### config.mk
export PLATFORM = sky130hd
export DESIGN_NAME = mem_req_arb_flat
export DESIGN_NICKNAME = d
export VERILOG_FILES = /design/src/rtl/mem_req_arb_pkg.sv /design/src/rtl/mem_req_arb_if.sv /design/src/rtl/mem_req_arb_rr_pick.sv /design/src/rtl/mem_req_arb.sv /design/src/flat_wrapper.sv
export SDC_FILE = /design/constraint.sdc
export NUM_CORES = 1
export LEC_CHECK = 0
export ABC_AREA = 1
export CAP_MARGIN = 10
export CORE_MARGIN = 5
export CORE_UTILIZATION = 35
export DETAILED_ROUTE_END_ITERATION = 8
export HOLD_SLACK_MARGIN = 0.15
export PLACE_DENSITY_LB_ADDON = 0.3
export SYNTH_ARGS = -nofsm -noshare
export SYNTH_HDL_FRONTEND = slang
export SYNTH_SLANG_ARGS = --single-unit
export TNS_END_PERCENT = 5
### constraint.sdc
create_clock -name clk_i -period 3.88 [get_ports clk_i]
set_input_delay 0.97 -clock clk_i [delete_from_list [all_inputs] [get_ports clk_i]]
set_output_delay 0.97 -clock clk_i [all_outputs]
set_load 0.03 [all_outputs]
### src/rtl/mem_req_arb_pkg.sv
// Shared types and helpers for the memory request arbiter and its round-robin picker.
package mem_arb_pkg;

  typedef enum logic {
    SLOT_EMPTY = 1'b0,
    SLOT_FULL  = 1'b1
  } slot_state_t;

  // Lock flag sits this many bits below the word width (i.e. the MSB).
  localparam int unsigned LOCK_BIT_FROM_MSB = 1;

  function automatic int unsigned src_width(input int unsigned n);
    return (n < 2) ? 1 : unsigned'($clog2(n));
  endfunction

  function automatic int unsigned lock_bit_pos(input int unsigned dw);
    return dw - LOCK_BIT_FROM_MSB;
  endfunction

endpackage

### src/rtl/mem_req_arb_if.sv
// Shared memory request channel: valid/ready word with source index.
interface mem_req_arb_if #(
  parameter int unsigned data_width_p = 32,
  parameter int unsigned src_width_p  = 2
);
  logic                    mem_v_o;
  logic [data_width_p-1:0] mem_data_o;
  logic [src_width_p-1:0]  mem_src_o;
  logic                    mem_ready_i;

  modport master (output mem_v_o, mem_data_o, mem_src_o, input mem_ready_i);
  modport slave  (input mem_v_o, mem_data_o, mem_src_o, output mem_ready_i);
endinterface

### src/rtl/mem_req_arb_rr_pick.sv
// Combinational round-robin picker: first eligible request after last_i, with optional force to one index.
module rr_pick #(
  parameter int unsigned num_p       = 4,
  parameter int unsigned idx_width_p = 2
) (
  input  logic [num_p-1:0]       req_i,
  input  logic [idx_width_p-1:0] last_i,
  input  logic                   force_en_i,
  input  logic [idx_width_p-1:0] force_idx_i,
  output logic [num_p-1:0]       gnt_o,
  output logic [idx_width_p-1:0] idx_o,
  output logic                   v_o
);

  logic [num_p-1:0] eligible;

  always_comb begin
    for (int unsigned k = 0; k < num_p; k++) begin
      eligible[k] = req_i[k] & (~force_en_i | (force_idx_i == idx_width_p'(k)));
    end
  end

  always_comb begin
    int unsigned k;
    k     = 0;
    gnt_o = '0;
    idx_o = '0;
    v_o   = 1'b0;
    for (int unsigned i = 1; i <= num_p; i++) begin
      k = int'(last_i) + i;
      if (k >= num_p) k = k - num_p;
      if (!v_o && eligible[k]) begin
        gnt_o[k] = 1'b1;
        idx_o    = idx_width_p'(k);
        v_o      = 1'b1;
      end
    end
  end

endmodule

### src/rtl/mem_req_arb.sv
// Round-robin drain of per-core request FIFOs into a one-entry output slot.
// Optional requester lock via MEM_REQ_ARB_LOCK_EN.
module mem_req_arb
  import mem_arb_pkg::*;
#(
  parameter int unsigned num_req_p    = 4,
  parameter int unsigned data_width_p = 32
) (
  input  logic                              clk_i,
  input  logic                              nreset_i,
  input  logic [num_req_p-1:0]              req_empty_i,
  input  logic [num_req_p*data_width_p-1:0] req_data_i,
  output logic [num_req_p-1:0]              req_rd_o,
  mem_req_arb_if.master                     mem,
  output logic                              lock_o
);

  localparam int unsigned src_w = src_width(num_req_p);

  slot_state_t             state_r;
  logic [data_width_p-1:0] data_r;
  logic [src_w-1:0]        src_r;
  logic [src_w-1:0]        last_r;

  logic [num_req_p-1:0]    pick_gnt;
  logic [src_w-1:0]        pick_idx;
  logic                    pick_v;
  logic                    force_en;
  logic                    load;
  logic                    grant;
  logic [data_width_p-1:0] win_data;

  rr_pick #(
    .num_p       (num_req_p),
    .idx_width_p (src_w)
  ) u_pick (
    .req_i       (~req_empty_i),
    .last_i      (last_r),
    .force_en_i  (force_en),
    .force_idx_i (last_r),
    .gnt_o       (pick_gnt),
    .idx_o       (pick_idx),
    .v_o         (pick_v)
  );

  // Ready only feeds the pop path; slot outputs come straight from registers.
  assign load     = (state_r == SLOT_EMPTY) | mem.mem_ready_i;
  assign grant    = load & pick_v & nreset_i;
  assign req_rd_o = grant ? pick_gnt : '0;

  always_comb begin
    win_data = '0;
    for (int unsigned k = 0; k < num_req_p; k++) begin
      if (pick_gnt[k]) win_data = win_data | req_data_i[k*data_width_p +: data_width_p];
    end
  end

  always_ff @(posedge clk_i or negedge nreset_i) begin
    if (!nreset_i) begin
      state_r <= SLOT_EMPTY;
      data_r  <= '0;
      src_r   <= '0;
      last_r  <= src_w'(num_req_p - 1);
    end else if (grant) begin
      state_r <= SLOT_FULL;
      data_r  <= win_data;
      src_r   <= pick_idx;
      last_r  <= pick_idx;
    end else if (mem.mem_ready_i) begin
      state_r <= SLOT_EMPTY;
    end
  end

  assign mem.mem_v_o    = (state_r == SLOT_FULL);
  assign mem.mem_data_o = data_r;
  assign mem.mem_src_o  = src_r;

`ifdef MEM_REQ_ARB_LOCK_EN
  localparam int unsigned lock_bit = lock_bit_pos(data_width_p);
  logic lock_r;

  // While locked the picker only sees last_r, so any grant comes from the lock owner.
  always_ff @(posedge clk_i or negedge nreset_i) begin
    if (!nreset_i)  lock_r <= 1'b0;
    else if (grant) lock_r <= win_data[lock_bit];
  end

  assign force_en = lock_r;
  assign lock_o   = lock_r;
`else
  assign force_en = 1'b0;
  assign lock_o   = 1'b0;
`endif

endmodule

### src/flat_wrapper.sv
// flat-port wrapper written by rule: the top's interface ports become plain ports
module mem_req_arb_flat import mem_arb_pkg::*;
#(
  parameter int unsigned num_req_p    = 4,
  parameter int unsigned data_width_p = 32
)
  (clk_i, nreset_i, req_empty_i, req_data_i, req_rd_o, lock_o, mem_mem_v_o, mem_mem_data_o, mem_mem_src_o, mem_mem_ready_i);
  mem_req_arb_if #(.data_width_p(data_width_p), .src_width_p((2))) mem_i ();
  input  logic clk_i;
  input  logic nreset_i;
  input  logic [num_req_p-1:0] req_empty_i;
  input  logic [num_req_p*data_width_p-1:0] req_data_i;
  output logic [num_req_p-1:0] req_rd_o;
  output logic lock_o;
  output wire logic [$bits(mem_i.mem_v_o)-1:0] mem_mem_v_o;
  output wire logic [$bits(mem_i.mem_data_o)-1:0] mem_mem_data_o;
  output wire logic [$bits(mem_i.mem_src_o)-1:0] mem_mem_src_o;
  input wire logic [$bits(mem_i.mem_ready_i)-1:0] mem_mem_ready_i;
  assign mem_mem_v_o = mem_i.mem_v_o;
  assign mem_mem_data_o = mem_i.mem_data_o;
  assign mem_mem_src_o = mem_i.mem_src_o;
  assign mem_i.mem_ready_i = mem_mem_ready_i;
  mem_req_arb #(.num_req_p(num_req_p), .data_width_p(data_width_p)) u_core (.clk_i(clk_i), .nreset_i(nreset_i), .req_empty_i(req_empty_i), .req_data_i(req_data_i), .req_rd_o(req_rd_o), .mem(mem_i), .lock_o(lock_o));
endmodule
# == After elaboration in Yosys (flattened, before gate mapping) ==
# Cells that the tools add are included.
# Widths: inputs -> output; s select.
# word_totals
register_bits,37
in_bits,135
wordCells,85
# classes
n_reduce_logical,11
n_mux,39
add_sub_neg,8
bitwise,11
n_lt_le_gt_ge,12
# ops
cell,count
$mux 32,8
$ge 32x1->1 const B,4
$lt 32x3->1 const B,4
$or 32x32->32,3
$mux 4,5
$mux 1,14
$or 4x4->4,3
$sub 3x3->4 const B,3
$ge 3x3->1 const B,3
$bmux 1 s2,4
$demux 1 s2,4
$mux 2,4
$logic_and 1x1->1,7
$add 2x2->3 const B,2
$sub 4x3->5 const B,1
$add 2x3->4 const B,1
$ge 4x3->1 const B,1
$not 4->4,1
$add 2x1->3 const B,1
$logic_not 1->1,3
$and 1x1->1,2
$reduce_bool 2->1,1
$not 1->1,1
$or 1x1->1,1

# == Depth between registers and ports, before layout ==
# logic_depth
depth_word,22
ltp_mapped,14
mapped_depth_nobuf,13

# == Modules after synthesis ==
# Synthesis repeated with hierarchy kept, for this count alone.
# hier_totals
hier_cells,458
area_unflattened_um2,2837.7
# by_module_without_submodules
module,area_each_um2,instances,cells_each
mem_req_arb,2321.0,1,378
rr_pick,516.7,1,80

# == Least setup slack after synthesis ==
# Ideal clock, no wire load.
# synth_path
path_type,register -> output
start,register u_core.last_r[0]
end,output port req_rd_o[1]
path_stages_with_launch,13
arrival_time_ns,2.394
slack_ns,0.516
required_ns,2.910
cell_sequence,dfstp_2 > inv_2 > ha_1 > inv_1 > nand3_2 > nand2_4 > nor2_4 > nand3_2 > nand2_2 > nor2_8 > buf_6 > inv_2 > a31oi_1
# synth_via
elab_chain_len,18
elab_cells_between_ends,64
cone_classes,add/sub (8); order compare (12); mux (29); bitwise (5); reduce/logical (10)
# synth_rtl
element,line,text
start: declaration,mem_req_arb.sv:23,logic [src_w-1:0] last_r;
start signal: assignment,mem_req_arb.sv:63,last_r <= src_w'(num_req_p - 1);
start signal: assignment,mem_req_arb.sv:68,last_r <= pick_idx;
branches (longest 17 deep; another with $ge 32x1->1),-,
$mux 4 (*),mem_req_arb.sv:49,assign req_rd_o = grant ? pick_gnt : '0;
end: declaration,flat_wrapper.sv:13,output logic [num_req_p-1:0] req_rd_o;
# Mark *: on every way between the ends. The select of a mux whose other input is x is not followed.

# == Worst setup path in the final report ==
# layout_path
start,input port req_empty_i[2]
end,output port req_rd_o[0]
# layout_via
elab_chain_len,16
elab_cells_between_ends,29
cone_classes,mux (17); bitwise (6); reduce/logical (6)
# layout_rtl
element,line,text
start: declaration,flat_wrapper.sv:11,input logic [num_req_p-1:0] req_empty_i;
$not 4->4 (*),mem_req_arb.sv:37,".req_i (~req_empty_i),"
$bmux 1 s2,mem_req_arb_rr_pick.sv:32,if (!v_o && eligible[k]) begin
$mux 1 (not written as such),mem_req_arb_rr_pick.sv:32,
$mux 1,mem_req_arb_rr_pick.sv:32,
$logic_not 1->1,mem_req_arb_rr_pick.sv:32,
$logic_and 1x1->1,mem_req_arb_rr_pick.sv:32,
$mux 1,mem_req_arb_rr_pick.sv:32,
$logic_not 1->1,mem_req_arb_rr_pick.sv:32,
$logic_and 1x1->1,mem_req_arb_rr_pick.sv:32,
$mux 1,mem_req_arb_rr_pick.sv:32,
$logic_not 1->1,mem_req_arb_rr_pick.sv:32,
$logic_and 1x1->1,mem_req_arb_rr_pick.sv:32,
$mux 1,mem_req_arb_rr_pick.sv:32,
$and 1x1->1 (2 in series),mem_req_arb.sv:48,assign grant = load & pick_v & nreset_i;
$mux 4 (*),mem_req_arb.sv:49,
# Every way passes the cells marked *; elsewhere a longest branch is shown, timed or not. The select of a mux whose other input is x is not followed.

==> results.py <==
metrics = {
    "setup_path": {
        "r2r_slack_ns": 0.90,
        "crit_type": "input pin to output pin",
        "critPathRequiredTime_ns": 2.91,
        "crit_start": "req_empty_i[2]",
        "worstSetupEndpoint": "req_rd_o[0]",
        "crit_path_max_fanout": 11,
        "r2r_start": "u_core.last_r[1]",
        "endpoint_kind": "output pin",
        "r2r_end": "u_core.mem.mem_data_o[8]",
        "reg2regPathDepth": 13,
        "start_kind": "input pin",
        "crit_arrival_ns": 2.74,
    },
    "logic_synthesis": {
        "ys_ff_latch": 37,
        "synth_top_flop_cell": "dfrtp_1",
        "syn_nets": 614,
        "synth_cell_types": 30,
        "ys_seq_area_frac": 0.292,
        "synth_edf_count": 0,
        "synthCells": 472,
        "syn_area_um2": 3180,
        "yosysWarnings": 0,
        "synth-async-reset-ratio": 1.00,
        "synth.avg_cell_area_um2": 6.75,
    },
    "clock_tree": {
        "cts_root_buf": "clkbuf_8",
        "post_cts_resized": 0,
        "cts_tree": "yes",
        "clock_latency_ns": 0.28,
        "clk_pin_slew_ns": 0.07,
        "numCtsBuffers": 5,
        "htreeDepth": 2,
        "cts.sinks": 37,
        "post-cts-setup-buffers": 0,
        "cts_hold_buf": 0,
        "clockBufferDepth": 2,
    },
    "sta": {
        "finClkSkew_ns": 0.00293,
        "slew_viol_final": 0,
        "fin_ws_ns": 0.169,
        "finalSetupTns_ns": 0,
        "period_share": 0.956,
        "hold_violations": 0,
        "max_freq_ghz": 0.269,
        "period_minus_slack_ns": 3.71,
        "rsz0062_at_grt": "false",
        "setup_viol": 0,
    },
    "final_layout": {
        "final_layout_size_suffix_gt1_frac": 0.175,
        "fin_util": 0.562,
        "fin_area_um2": 4940,
        "area_growth_pct": 55.3,
        "filler_cell_count": 836,
        "num_antenna_cells": 0,
        "fin_nets": 778,
    },
    "drt": {
        "num_vias": 3361,
        "wire_per_inst_um": 13.5,
        "drc_errors": 0,
        "drt_iter0_markers": 146,
        "antenna_left": 0,
        "wl_mm": 10.1,
        "drtPass1Iterations": 4,
        "vias_per_cell": 4.52,
    },
    "worst_hold_path": {
        "min_path_type": "flop to flop",
    },
    "die": {
        "rows": 34,
        "die_w_um": 105,
        "core_area_um2": 8810,
        "start_util": 0.362,
        "ios": 175,
        "die_y_um": 105,
        "die_area_um2": 11100,
    },
    "power": {
        "p_per_area_nw_per_um2": 861,
        "pwr-share-comb": 0.775,
        "max-vdd-ir-drop_mv": 0.566,
        "cellLeakagePower_uw": 0.00232,
        "clockPowerShare": 0.059,
        "p_sw_frac": 0.545,
        "net-switching-power_uw": 2320,
        "internal_power_uw": 1940,
        "p_seq_frac": 0.167,
        "finalPower_uw": 4260,
    },
    "place": {
        "port_buffers": 173,
        "gp_congestion": 0.893,
        "dpl_cell_area_um2": 4870,
        "dp_hpwl_mm": 7.77,
        "pre_cts_ws_ns": 0.183,
    },
    "global_routing": {
        "grt_util_all_layers": 0.181,
        "grt_max_degree": 42,
        "overflow": 0,
        "antenna_found_initial": 0,
        "grt_pass1_wl_mm": 16.6,
        "grt_pass1_vias": 3422,
    },
    "job": {
        "cap_violations": 0,
    },
    "outcome": {
        "status": "finished clean",
    },
}
-- layer usage --
| metal | vias to the layer above | wire [µm] | global-route usage |
|---|---|---|---|
| li1 | 1760 | - | - |
| met1 | 1467 | 4260 | 0.231 |
| met2 | 130 | 4870 | 0.302 |
| met3 | 4 | 824 | 0.0532 |
| met4 | 0 | 92 | 0.0422 |
| met5 | - | 0 | 0 |
-- cell usage in the layout (no fill, tap or decap), drive strengths merged --
| master | n |
|---|---|
| nor2 | 68 |
| o21ai | 3 |
| ha | 7 |
| conb | 1 |
| inv | 41 |
| o221ai | 1 |
| nand4 | 4 |
| dfrtp | 35 |
| and2 | 1 |
| nand3 | 51 |
| clkdlybuf4s50 | 168 |
| nand2 | 199 |
| dfstp | 2 |
| nand3b | 1 |
| a31oi | 3 |
| or2 | 32 |
| buf | 10 |
| clkinv | 2 |
| o211ai | 1 |
| clkbuf | 5 |
-- flip-flops by register name, indices dropped and copies added, names as in the netlist --
register,count
u_core.last_r,2
u_core.mem.mem_v_o,1
u_core.mem.mem_data_o,32
u_core.mem.mem_src_o,2
-- cells in the mapped netlist (2+ instances only) --
master	count	area, µm²
nand2_1	187	702
nand3_1	39	195
nor2_1	39	146
dfrtp_1	35	876
inv_1	35	131
or2_2	29	181
nor2_2	27	169
buf_4	10	75.1
buf_6	10	113
nand3_2	10	100
nand2_2	9	56.3
ha_1	7	87.6
inv_2	6	22.5
a31oi_1	3	18.8
nand2_4	3	33.8
nand4_2	3	37.5
o21ai_0	3	15.0
or2_1	3	18.8
dfstp_2	2	52.6
nand3_4	2	35.0
-- worst max-delay path: stages --
cell	delay, ns
clkdlybuf4s50_1	0.50
nand2_1	0.09
nand3_2	0.11
nand2_4	0.08
nor2_4	0.33
nand3_2	0.11
nand2_2	0.14
nor2_8	0.05
and2_1	0.19
buf_4	0.17
-- final cells by class --
class                           count  area, µm²  area share
Inverter                           42        158      0.0319
Clock buffer                        5       68.8      0.0139
Clock inverter                      1       5.00     0.00101
Multi-Input combinational cell    372       1900       0.383
Sequential cell                    37        928       0.188
Tap cell                          108        135      0.0273
Timing Repair Buffer              178       1750       0.355
-- through the flow --
stage               cells  hold WS, ns
finish                743        0.535
CTS                   743        0.535
global placement      737        0.533
detailed placement    737        0.509
floorplan             472        0.631
global route          743        0.563
-- power by group through the flow --
stage,Clock [µW],Sequential [µW],Combinational [µW]
after detailed placement,0,719,3340
final,249,709,3300
after global placement,0,708,3290
after floorplan,0,1070,2150
after global routing,278,740,3690
after CTS,264,713,3350
-- cell families after synthesis --
group	synth area share
buffers and inverters	0.113
AND/OR/NAND/NOR	0.551
AO/OA/AOI/OAI	0.0157
adder cells (fa/ha/maj)	0.0275
flip-flops	0.292
other	0.00118
-- worst min path at each step --
| stage | start | end | slack (ns) | cells past startpoint |
|---|---|---|---|---|
| final | u_core.mem.mem_src_o[0] | u_core.mem.mem_src_o[0] | 0.53 | 2 |
| after detailed placement | u_core.mem.mem_src_o[0] | u_core.mem.mem_src_o[0] | 0.51 | 2 |
| after global routing | u_core.mem.mem_src_o[1] | u_core.mem.mem_src_o[1] | 0.56 | 2 |
| after CTS | u_core.mem.mem_src_o[0] | u_core.mem.mem_src_o[0] | 0.54 | 2 |
| after global placement | u_core.mem.mem_src_o[0] | u_core.mem.mem_src_o[0] | 0.53 | 2 |
| after floorplan | u_core.last_r[1] | u_core.last_r[1] | 0.63 | 2 |
Power figures use the tool's default switching activity.
